$ cat src/rtl/lcd_bus_if.sv
// Request handshake and HD44780-style LCD pin bundle between the core and lcd_bus_driver.
// Signal names keep the driver's point of view (i_* into the driver, o_* out of it).
interface lcd_bus_if;
   logic        i_lcd_on;
   logic        i_valid;
   logic        i_rs;
   logic [7:0]  i_data;
   logic        o_ready;
   logic        o_busy;
   logic [7:0]  o_lcd_data;
   logic        o_lcd_rs;
   logic        o_lcd_rw;
   logic        o_lcd_en;
   logic        o_lcd_on;
   logic [31:0] o_io_lcd;

   modport master (
      output i_lcd_on, i_valid, i_rs, i_data,
      input  o_ready, o_busy, o_lcd_data, o_lcd_rs, o_lcd_rw, o_lcd_en, o_lcd_on, o_io_lcd
   );

   modport slave (
      input  i_lcd_on, i_valid, i_rs, i_data,
      output o_ready, o_busy, o_lcd_data, o_lcd_rs, o_lcd_rw, o_lcd_en, o_lcd_on, o_io_lcd
   );
endinterface

$ cat src/rtl/lcd_bus_driver.sv
// Timing engine for an HD44780-style character LCD: one byte per valid/ready handshake,
// driven with setup, enable pulse, hold and execution wait; every output is a flop.
module lcd_bus_driver #(
   parameter int SETUP_CYC      = 2,
   parameter int EN_HIGH_CYC    = 12,
   parameter int HOLD_CYC       = 2,
   parameter int EXEC_CYC       = 2000,
   parameter int CLEAR_EXEC_CYC = 82000,
   parameter int POWERUP_CYC    = 750000
) (
   input  logic     i_clk,
   input  logic     i_rst,
   lcd_bus_if.slave bus
);

   function automatic int max2(input int a, input int b);
      return (a > b) ? a : b;
   endfunction

   localparam int MAX_CYC = max2(max2(max2(SETUP_CYC, EN_HIGH_CYC), max2(HOLD_CYC, EXEC_CYC)),
                                 max2(CLEAR_EXEC_CYC, POWERUP_CYC));
   localparam int CW = $clog2(MAX_CYC) + 1;

   // Each timed state loads N-1 and leaves on the cycle the counter reads zero.
   localparam logic [CW-1:0] SETUP_LD = CW'(SETUP_CYC - 1);
   localparam logic [CW-1:0] ENH_LD   = CW'(EN_HIGH_CYC - 1);
   localparam logic [CW-1:0] HOLD_LD  = CW'(HOLD_CYC - 1);
   localparam logic [CW-1:0] EXEC_LD  = CW'(EXEC_CYC - 1);
   localparam logic [CW-1:0] CLEAR_LD = CW'(CLEAR_EXEC_CYC - 1);
   localparam logic [CW-1:0] PWRUP_LD = CW'(POWERUP_CYC - 1);

   typedef enum logic [2:0] {
      PWRUP = 3'd0,
      IDLE  = 3'd1,
      SETUP = 3'd2,
      ENH   = 3'd3,
      HOLD  = 3'd4,
      EXEC  = 3'd5
   } state_e;

   state_e        state_q, state_d;
   logic [CW-1:0] cnt_q, cnt_d;
   logic          accept;
   logic          cnt_zero;
   logic          long_exec;

   logic          ready_q, ready_d;
   logic          busy_q;
   logic          en_q, en_d;
   logic [7:0]    data_q, data_d;
   logic          rs_q, rs_d;
   logic          on_q;

   assign cnt_zero = (cnt_q == '0);
   // Clear (0x01) and home (0x02/0x03) commands need the long execution wait.
   assign long_exec = ~rs_q && (data_q[7:2] == 6'd0) && (data_q != 8'd0);

   // Next-state logic
   always_comb begin
      state_d = state_q;
      cnt_d   = cnt_q;
      accept  = 1'b0;
      case (state_q)
         PWRUP: begin
            if (cnt_zero) state_d = IDLE;
            else          cnt_d   = cnt_q - 1'b1;
         end
         IDLE: begin
            if (bus.i_valid) begin
               accept  = 1'b1;
               state_d = SETUP;
               cnt_d   = SETUP_LD;
            end
         end
         SETUP: begin
            if (cnt_zero) begin
               state_d = ENH;
               cnt_d   = ENH_LD;
            end else begin
               cnt_d = cnt_q - 1'b1;
            end
         end
         ENH: begin
            if (cnt_zero) begin
               state_d = HOLD;
               cnt_d   = HOLD_LD;
            end else begin
               cnt_d = cnt_q - 1'b1;
            end
         end
         HOLD: begin
            if (cnt_zero) begin
               state_d = EXEC;
               cnt_d   = long_exec ? CLEAR_LD : EXEC_LD;
            end else begin
               cnt_d = cnt_q - 1'b1;
            end
         end
         EXEC: begin
            if (cnt_zero) state_d = IDLE;
            else          cnt_d   = cnt_q - 1'b1;
         end
         default: begin
            state_d = PWRUP;
            cnt_d   = PWRUP_LD;
         end
      endcase
   end

   // Output logic, decoded from the next state so the pins come straight from flops
   always_comb begin
      ready_d = (state_d == IDLE);
      en_d    = (state_d == ENH);
      data_d  = data_q;
      rs_d    = rs_q;
      if (accept) begin
         data_d = bus.i_data;
         rs_d   = bus.i_rs;
      end
   end

   // State and output registers
   always_ff @(posedge i_clk) begin
      if (i_rst) begin
         state_q <= PWRUP;
         cnt_q   <= PWRUP_LD;
         ready_q <= 1'b0;
         busy_q  <= 1'b1;
         en_q    <= 1'b0;
         data_q  <= 8'd0;
         rs_q    <= 1'b0;
         on_q    <= 1'b0;
      end else begin
         state_q <= state_d;
         cnt_q   <= cnt_d;
         ready_q <= ready_d;
         busy_q  <= ~ready_d;
         en_q    <= en_d;
         data_q  <= data_d;
         rs_q    <= rs_d;
         on_q    <= bus.i_lcd_on;
      end
   end

   assign bus.o_ready    = ready_q;
   assign bus.o_busy     = busy_q;
   assign bus.o_lcd_data = data_q;
   assign bus.o_lcd_rs   = rs_q;
   assign bus.o_lcd_rw   = 1'b0;
   assign bus.o_lcd_en   = en_q;
   assign bus.o_lcd_on   = on_q;
   assign bus.o_io_lcd   = {on_q, 20'd0, en_q, rs_q, 1'b0, data_q};

endmodule

$ cat src/flat_wrapper.sv
// flat-port wrapper written by rule: the top's interface ports become plain ports
module lcd_bus_driver_flat 
#(
   parameter int SETUP_CYC      = 2,
   parameter int EN_HIGH_CYC    = 12,
   parameter int HOLD_CYC       = 2,
   parameter int EXEC_CYC       = 2000,
   parameter int CLEAR_EXEC_CYC = 82000,
   parameter int POWERUP_CYC    = 750000
)
  (i_clk, i_rst, bus_i_lcd_on, bus_i_valid, bus_i_rs, bus_i_data, bus_o_ready, bus_o_busy, bus_o_lcd_data, bus_o_lcd_rs, bus_o_lcd_rw, bus_o_lcd_en, bus_o_lcd_on, bus_o_io_lcd);
  lcd_bus_if bus_i ();
  input  logic i_clk;
  input  logic i_rst;
  input wire logic [$bits(bus_i.i_lcd_on)-1:0] bus_i_lcd_on;
  input wire logic [$bits(bus_i.i_valid)-1:0] bus_i_valid;
  input wire logic [$bits(bus_i.i_rs)-1:0] bus_i_rs;
  input wire logic [$bits(bus_i.i_data)-1:0] bus_i_data;
  output wire logic [$bits(bus_i.o_ready)-1:0] bus_o_ready;
  output wire logic [$bits(bus_i.o_busy)-1:0] bus_o_busy;
  output wire logic [$bits(bus_i.o_lcd_data)-1:0] bus_o_lcd_data;
  output wire logic [$bits(bus_i.o_lcd_rs)-1:0] bus_o_lcd_rs;
  output wire logic [$bits(bus_i.o_lcd_rw)-1:0] bus_o_lcd_rw;
  output wire logic [$bits(bus_i.o_lcd_en)-1:0] bus_o_lcd_en;
  output wire logic [$bits(bus_i.o_lcd_on)-1:0] bus_o_lcd_on;
  output wire logic [$bits(bus_i.o_io_lcd)-1:0] bus_o_io_lcd;
  assign bus_i.i_lcd_on = bus_i_lcd_on;
  assign bus_i.i_valid = bus_i_valid;
  assign bus_i.i_rs = bus_i_rs;
  assign bus_i.i_data = bus_i_data;
  assign bus_o_ready = bus_i.o_ready;
  assign bus_o_busy = bus_i.o_busy;
  assign bus_o_lcd_data = bus_i.o_lcd_data;
  assign bus_o_lcd_rs = bus_i.o_lcd_rs;
  assign bus_o_lcd_rw = bus_i.o_lcd_rw;
  assign bus_o_lcd_en = bus_i.o_lcd_en;
  assign bus_o_lcd_on = bus_i.o_lcd_on;
  assign bus_o_io_lcd = bus_i.o_io_lcd;
  lcd_bus_driver #(.SETUP_CYC(SETUP_CYC), .EN_HIGH_CYC(EN_HIGH_CYC), .HOLD_CYC(HOLD_CYC), .EXEC_CYC(EXEC_CYC), .CLEAR_EXEC_CYC(CLEAR_EXEC_CYC), .POWERUP_CYC(POWERUP_CYC)) u_core (.i_clk(i_clk), .i_rst(i_rst), .bus(bus_i));
endmodule
$ cat config.mk
export PLATFORM = sky130hd
export DESIGN_NAME = lcd_bus_driver_flat
export DESIGN_NICKNAME = d
export VERILOG_FILES = /design/src/rtl/lcd_bus_if.sv /design/src/rtl/lcd_bus_driver.sv /design/src/flat_wrapper.sv
export SDC_FILE = /design/constraint.sdc
export NUM_CORES = 1
export LEC_CHECK = 0
export ABC_AREA = 1
export CORE_MARGIN = 2
export CORE_UTILIZATION = 42
export CTS_BUF_LIST = sky130_fd_sc_hd__clkbuf_8
export DETAILED_ROUTE_END_ITERATION = 16
export PLACE_DENSITY = 0.67
export SLEW_MARGIN = 10
export SYNTH_ARGS = -nofsm -noshare
export SYNTH_HDL_FRONTEND = slang
export SYNTH_SLANG_ARGS = --single-unit
$ cat constraint.sdc
create_clock -name i_clk -period 2.84 [get_ports i_clk]
set_clock_uncertainty 0.1 [all_clocks]
set_input_delay 0.568 -clock i_clk [delete_from_list [all_inputs] [get_ports i_clk]]
set_output_delay 0.568 -clock i_clk [all_outputs]
set_load 0.02 [all_outputs]
# Word-level counts from Yosys, hierarchy flattened
# Cells that the tools add are included.
classes:
  add_sub_neg: 1
  n_mul: 0
  n_div: 0
  n_lt_le_gt_ge: 0
  eq_ne: 9
  n_shift: 0
  muxes: 15
  bitwise: 2
  reduce_logical: 8
op_table:
  columns: ["cell", "n"]
  rows:
  - ["two-way mux 21 bit", 5]
  - ["one-hot mux 21 bit (5 select lines)", 1]
  - ["logical NOT 21 bit", 1]
  - ["subtractor 21 x 1 -> 21 bit, second input constant", 1]
  - ["two-way mux 17 bit", 1]
  - ["two-way mux 3 bit", 5]
  - ["one-hot mux 3 bit (5 select lines)", 1]
  - ["== test 3 x 2 -> 1 bit, second input constant", 3]
  - ["nonzero test 8 bit", 1]
  - ["== test 3 x 1 -> 1 bit, second input constant", 2]
  - ["== test 3 bit, second input constant", 2]
  - ["logical NOT 6 bit", 1]
  - ["!= test 2 bit, second input constant", 2]
  - ["logical NOT 3 bit", 1]
  - ["logical AND 1 bit", 2]
  - ["two-way mux 1 bit", 2]
  - ["inverter 1 bit", 2]
  - ["AND reduction 2 bit", 1]
  - ["OR reduction 2 bit", 1]
word_totals:
  ff_bits: 37
  latchBits: 0
  mem_bits_rw: 0
  romBits: 0
  inputBits: 13
  out_inout_bits: 46
  word_cells: 43
  mem_count: 0

# Depth between registers and ports, before layout
depth:
  depth_word: 6
  ltp_mapped: 12
  mapped_depth_nobuf: 12

# Least setup slack after synthesis
# Ideal clock, no wire load.
synth_path:
  path_type: "flip-flop to flip-flop"
  startpoint: "register u_core.cnt_q[0]"
  endpoint: "register u_core.cnt_q[4]"
  setup_ps: 119
  t_arrival_ps: 1337
  t_required_ps: 2621
  setup_slack_ps: 1284
  path_stages_with_launch: 10
  n_path_buf: 0
  synth_period_minus_slack_ps: 1556
  path_cell_list: "dfxtp_1 -> inv_1 -> ha_1 -> nand2_1 -> nor2_2 -> nand3_4 -> nand2_2 -> nand3_4 -> o21ai_2 -> nor2_1"
synth_between:
  elab_chain_cells: 3
  elab_cells_between_ends: 9
  classes_between: "add/sub (1); eq/ne (1); mux (5); reduce/logical (2)"
synth_rtl:
  columns: ["item", "line_no", "source"]
  rows:
  - ["from (decl)", "lcd_bus_driver.sv:42", "logic [CW-1:0] cnt_q, cnt_d;"]
  - ["from (signal assigned)", "lcd_bus_driver.sv:135", "cnt_q <= cnt_d;"]
  - ["subtractor 21 x 1 -> 21 bit or logical NOT 21 bit (tied branches)", null, null]
  - ["two-way mux 21 bit, or another cell as far along", "lcd_bus_driver.sv:65, lcd_bus_driver.sv:100", null]
  - ["one-hot mux 21 bit (5 select lines) or AND reduction 2 bit (tied branches)", null, null]
# Parallel ways exist; a longest one is shown, timed or not. The select of a mux whose other input is x is not followed.
# A chain may end at the register's enable or synchronous reset.

# Final worst setup path
layout_path:
  startpoint: "register u_core.data_q[0], in the netlist u_core.bus.o_lcd_data[0]"
  endpoint: "output port bus_o_io_lcd[0]"
layout_lines:
  columns: ["item", "line_no", "source"]
  rows:
  - ["from (decl)", "lcd_bus_driver.sv:50", "logic [7:0] data_q, data_d;"]
  - ["from (signal assigned)", "lcd_bus_driver.sv:139", "data_q <= data_d;"]
  - ["to (decl)", "flat_wrapper.sv:26", "output wire logic [$bits(bus_i.o_io_lcd)-1:0] bus_o_io_lcd;"]
# No word-level cell between the ends.

==> run metrics <==
total grt overflow 0; CP startpoint kind flip-flop; post-route insts no fill approximately 480; peak ir drop on the vdd network 280.1 uV; Post-synth top flop sky130_fd_sc_hd__dfxtp_1; total leakage power around 1.3 nW; length of the first detailed-routing pass in iterations 4; synthesized-area fraction occupied by and/or/nand/nor cells 0.3813; share of total power in the clock network 0.380; initial antenna violation count 0; clock slew seen by the registers of the worst setup and hold paths 0.08 ns; vias post-DR 2196; Yosys top cell area share 0.2997; CTS sink count 37; mean instance size in the synthesized netlist 6.555 um^2; count of unique library cells instantiated by Yosys 30; Layout fillers approximately 600; largest family of logic cells by synthesized area simple AND/OR/NAND/NOR gates; first-pass GRT wire length approximately 9000 um; die area between 6000 and 7000 um^2; power share of the sequential group 0.537; Clock Latency Late Sink 0.30 ns; flops & latches, synth 37; via/cell ratio approximately 4.6; minimum period implied by the final worst setup slack 1.995 ns; vias in the first global route 1980; horizontal die dimension 80.71 um; Cells after Synth 377; maximum clock insertion buffer count 2; Cell Area, Placed about 2700 um^2; NumNets Final approximately 420; most common cell after layout, fill and taps aside sky130_fd_sc_hd__nand2_1; total wire length approximately 5200 um; cell-internal power 0.7237 mW; netlist area before placement 2471 um^2; Core Util, Final 0.5004; CP required ~2.2 ns; largest area contributor in the netlist sky130_fd_sc_hd__dfxtp_1; Total Power Consumption ~0.98 mW; portion of total power attributed to combinational logic 0.082; sw frac 0.2622; ratio of final minimum period to clock period 0.7026; synthesized-area fraction occupied by ao, oa, aoi and oai cells 0.09063; maximum net fanout on the critical path 4; setup repair bufs after CTS 0; synthesized-area fraction occupied by xor and xnor cells 0.03899; antenna diode count 0; final count of negative-setup-slack endpoints 0; RSZ-0062 raised after global routing false; Top Family by Delay on Critical Path buffers and inverters; TritonCTS Buffers 5; IO Count 59; number of flops mapped to enable cells by yosys 0; HPWL reported at the end of detailed placement between 4000 and 5000 um; root buffer cell sky130_fd_sc_hd__clkbuf_8; cells along the critical path clkdlybuf4s50_1; post-CTS sizing 0; total negative setup slack 0 ns; Async SR Flop Fraction 0; multiplexer share of the synthesized area 0; worst slack on hold paths 0.3794 ns; type of the worst min-delay path reg2reg; worst setup path category reg2out; max frequency 0.5012 GHz; effective utilization at floorplan 0.4407; Critical-path top delay cell sky130_fd_sc_hd__clkdlybuf4s50_1; power density over the cells between 300 and 400 nW/um^2; Die Height 80.71 um; most frequent cells in the layout 102 x sky130_fd_sc_hd__nand2_1, 53 x sky130_fd_sc_hd__nor2_1, 37 x sky130_fd_sc_hd__inv_1, 37 x sky130_fd_sc_hd__dfxtp_1, 36 x sky130_fd_sc_hd__clkdlybuf4s50_1; peak per-stage delay on the critical path 0.63 ns; post-synthesis adder-cell area fraction 0.01013; input/output buffers 36; CTS tree done; number of antenna-violating nets in the routed design 0; pins over their slew limit 0; total number of placement rows 27; DRC Markers 0; sequential cell area fraction in the yosys report 0.2997; arrival time of data at the critical path endpoint 1.33 ns; CP Capture Type output pin; count of buffer and inverter cells on the critical path 1; Final Hold Violating Endpoints 0; Placed Instances ~470; Initial DRC Count 95; Std-Cell Core Area 5608 um^2; maximum number of pins on one net before global-route repair 26; share of cells above drive strength 1 0.09677; setup slack at placement 0.6446 ns; Overall Global Routing Usage 0.1785; area grow syn2layout 13.57%; Routed WL per cell 10.99 um; Setup WS post-layout 0.8446 ns; number of hold-repair buffers added at the cts stage 0; number of maximum-capacitance violations 0; CTS H-tree lvls 2; Yosys warnings 0; switching power 0.2572 mW; dominant cells by area after synthesis sky130_fd_sc_hd__dfxtp_1 30%, sky130_fd_sc_hd__nand2_1 15%, sky130_fd_sc_hd__buf_4 10%; status complete, no violations; post-route design area about 2800 um^2; placer's final routability congestion estimate 0.8574
[final timing paths]
kind | start | to | slack [ns] | cells past startpoint
hold reg to reg | u_core.cnt_q[0] | u_core.cnt_q[0] | 0.38 | 2
setup reg to reg | u_core.cnt_q[0] | u_core.cnt_q[15] | 0.91 | 10
hold / removal | u_core.cnt_q[0] | u_core.cnt_q[0] | 0.38 | 2
setup / recovery | u_core.bus.o_lcd_data[0] | bus_o_io_lcd[0] | 0.84 | 1
[registers in the layout, indices dropped and copies added, names as in the netlist]
register,count
u_core.bus.o_busy,1
u_core.bus.o_lcd_data,8
u_core.bus.o_lcd_en,1
u_core.bus.o_lcd_on,1
u_core.bus.o_lcd_rs,1
u_core.bus.o_ready,1
u_core.cnt_q,21
u_core.state_q,3
[kinds of logic after synthesis]
group	Yosys count
buffers and inverters	79
flip-flops	37
AO/OA/AOI/OAI	42
AND/OR/NAND/NOR	205
XOR/XNOR	11
other	1
adder cells (fa/ha/maj)	2
[cells in the mapped netlist (3+ instances only)]
library cell	instances
sky130_fd_sc_hd__a21oi_1	26
sky130_fd_sc_hd__buf_4	34
sky130_fd_sc_hd__clkbuf_1	3
sky130_fd_sc_hd__dfxtp_1	37
sky130_fd_sc_hd__inv_1	37
sky130_fd_sc_hd__nand2_1	102
sky130_fd_sc_hd__nand2_2	7
sky130_fd_sc_hd__nand3_1	17
sky130_fd_sc_hd__nand4_1	3
sky130_fd_sc_hd__nor2_1	53
sky130_fd_sc_hd__nor2_2	7
sky130_fd_sc_hd__nor2_4	7
sky130_fd_sc_hd__o21ai_0	10
sky130_fd_sc_hd__xnor2_1	4
sky130_fd_sc_hd__xor2_1	7
[power by group through the flow]
| stage | Clock (mW) | Sequential (mW) | Combinational [mW] |
|---|---|---|---|
| 6_report | 0.373 | 0.527 | 0.0809 |
| 5_1_grt | 0.406 | 0.528 | 0.0920 |
| 4_1_cts | 0.387 | 0.527 | 0.0812 |
| 3_5_place_dp | 0 | 0.539 | 0.0809 |
| 3_3_place_gp | 0 | 0.539 | 0.0800 |
| 2_1_floorplan | 0 | 0.539 | 0.0786 |
[routing by layer]
metal | up-vias | wire (um) | GRT usage
met2 | 28 | 2617 | 0.3008
met3 | 5 | 169 | 0.04045
li1 | 1168 | - | -
met5 | - | 0 | 0
met1 | 995 | 2370 | 0.2285
met4 | 0 | 64 | 0.05085
[layout make-up]
cell class                      instances  area, um^2  area share
Clock buffer                            5       68.82     0.02452
Tap cell                               72       90.09     0.03210
Inverter                               39       146.4     0.05216
Timing Repair Buffer                   37       367.9      0.1311
Multi-Input combinational cell        282        1370      0.4882
Clock inverter                          3       22.52    0.008025
Sequential cell                        37       740.7      0.2639
Power figures use the tool's default switching activity.
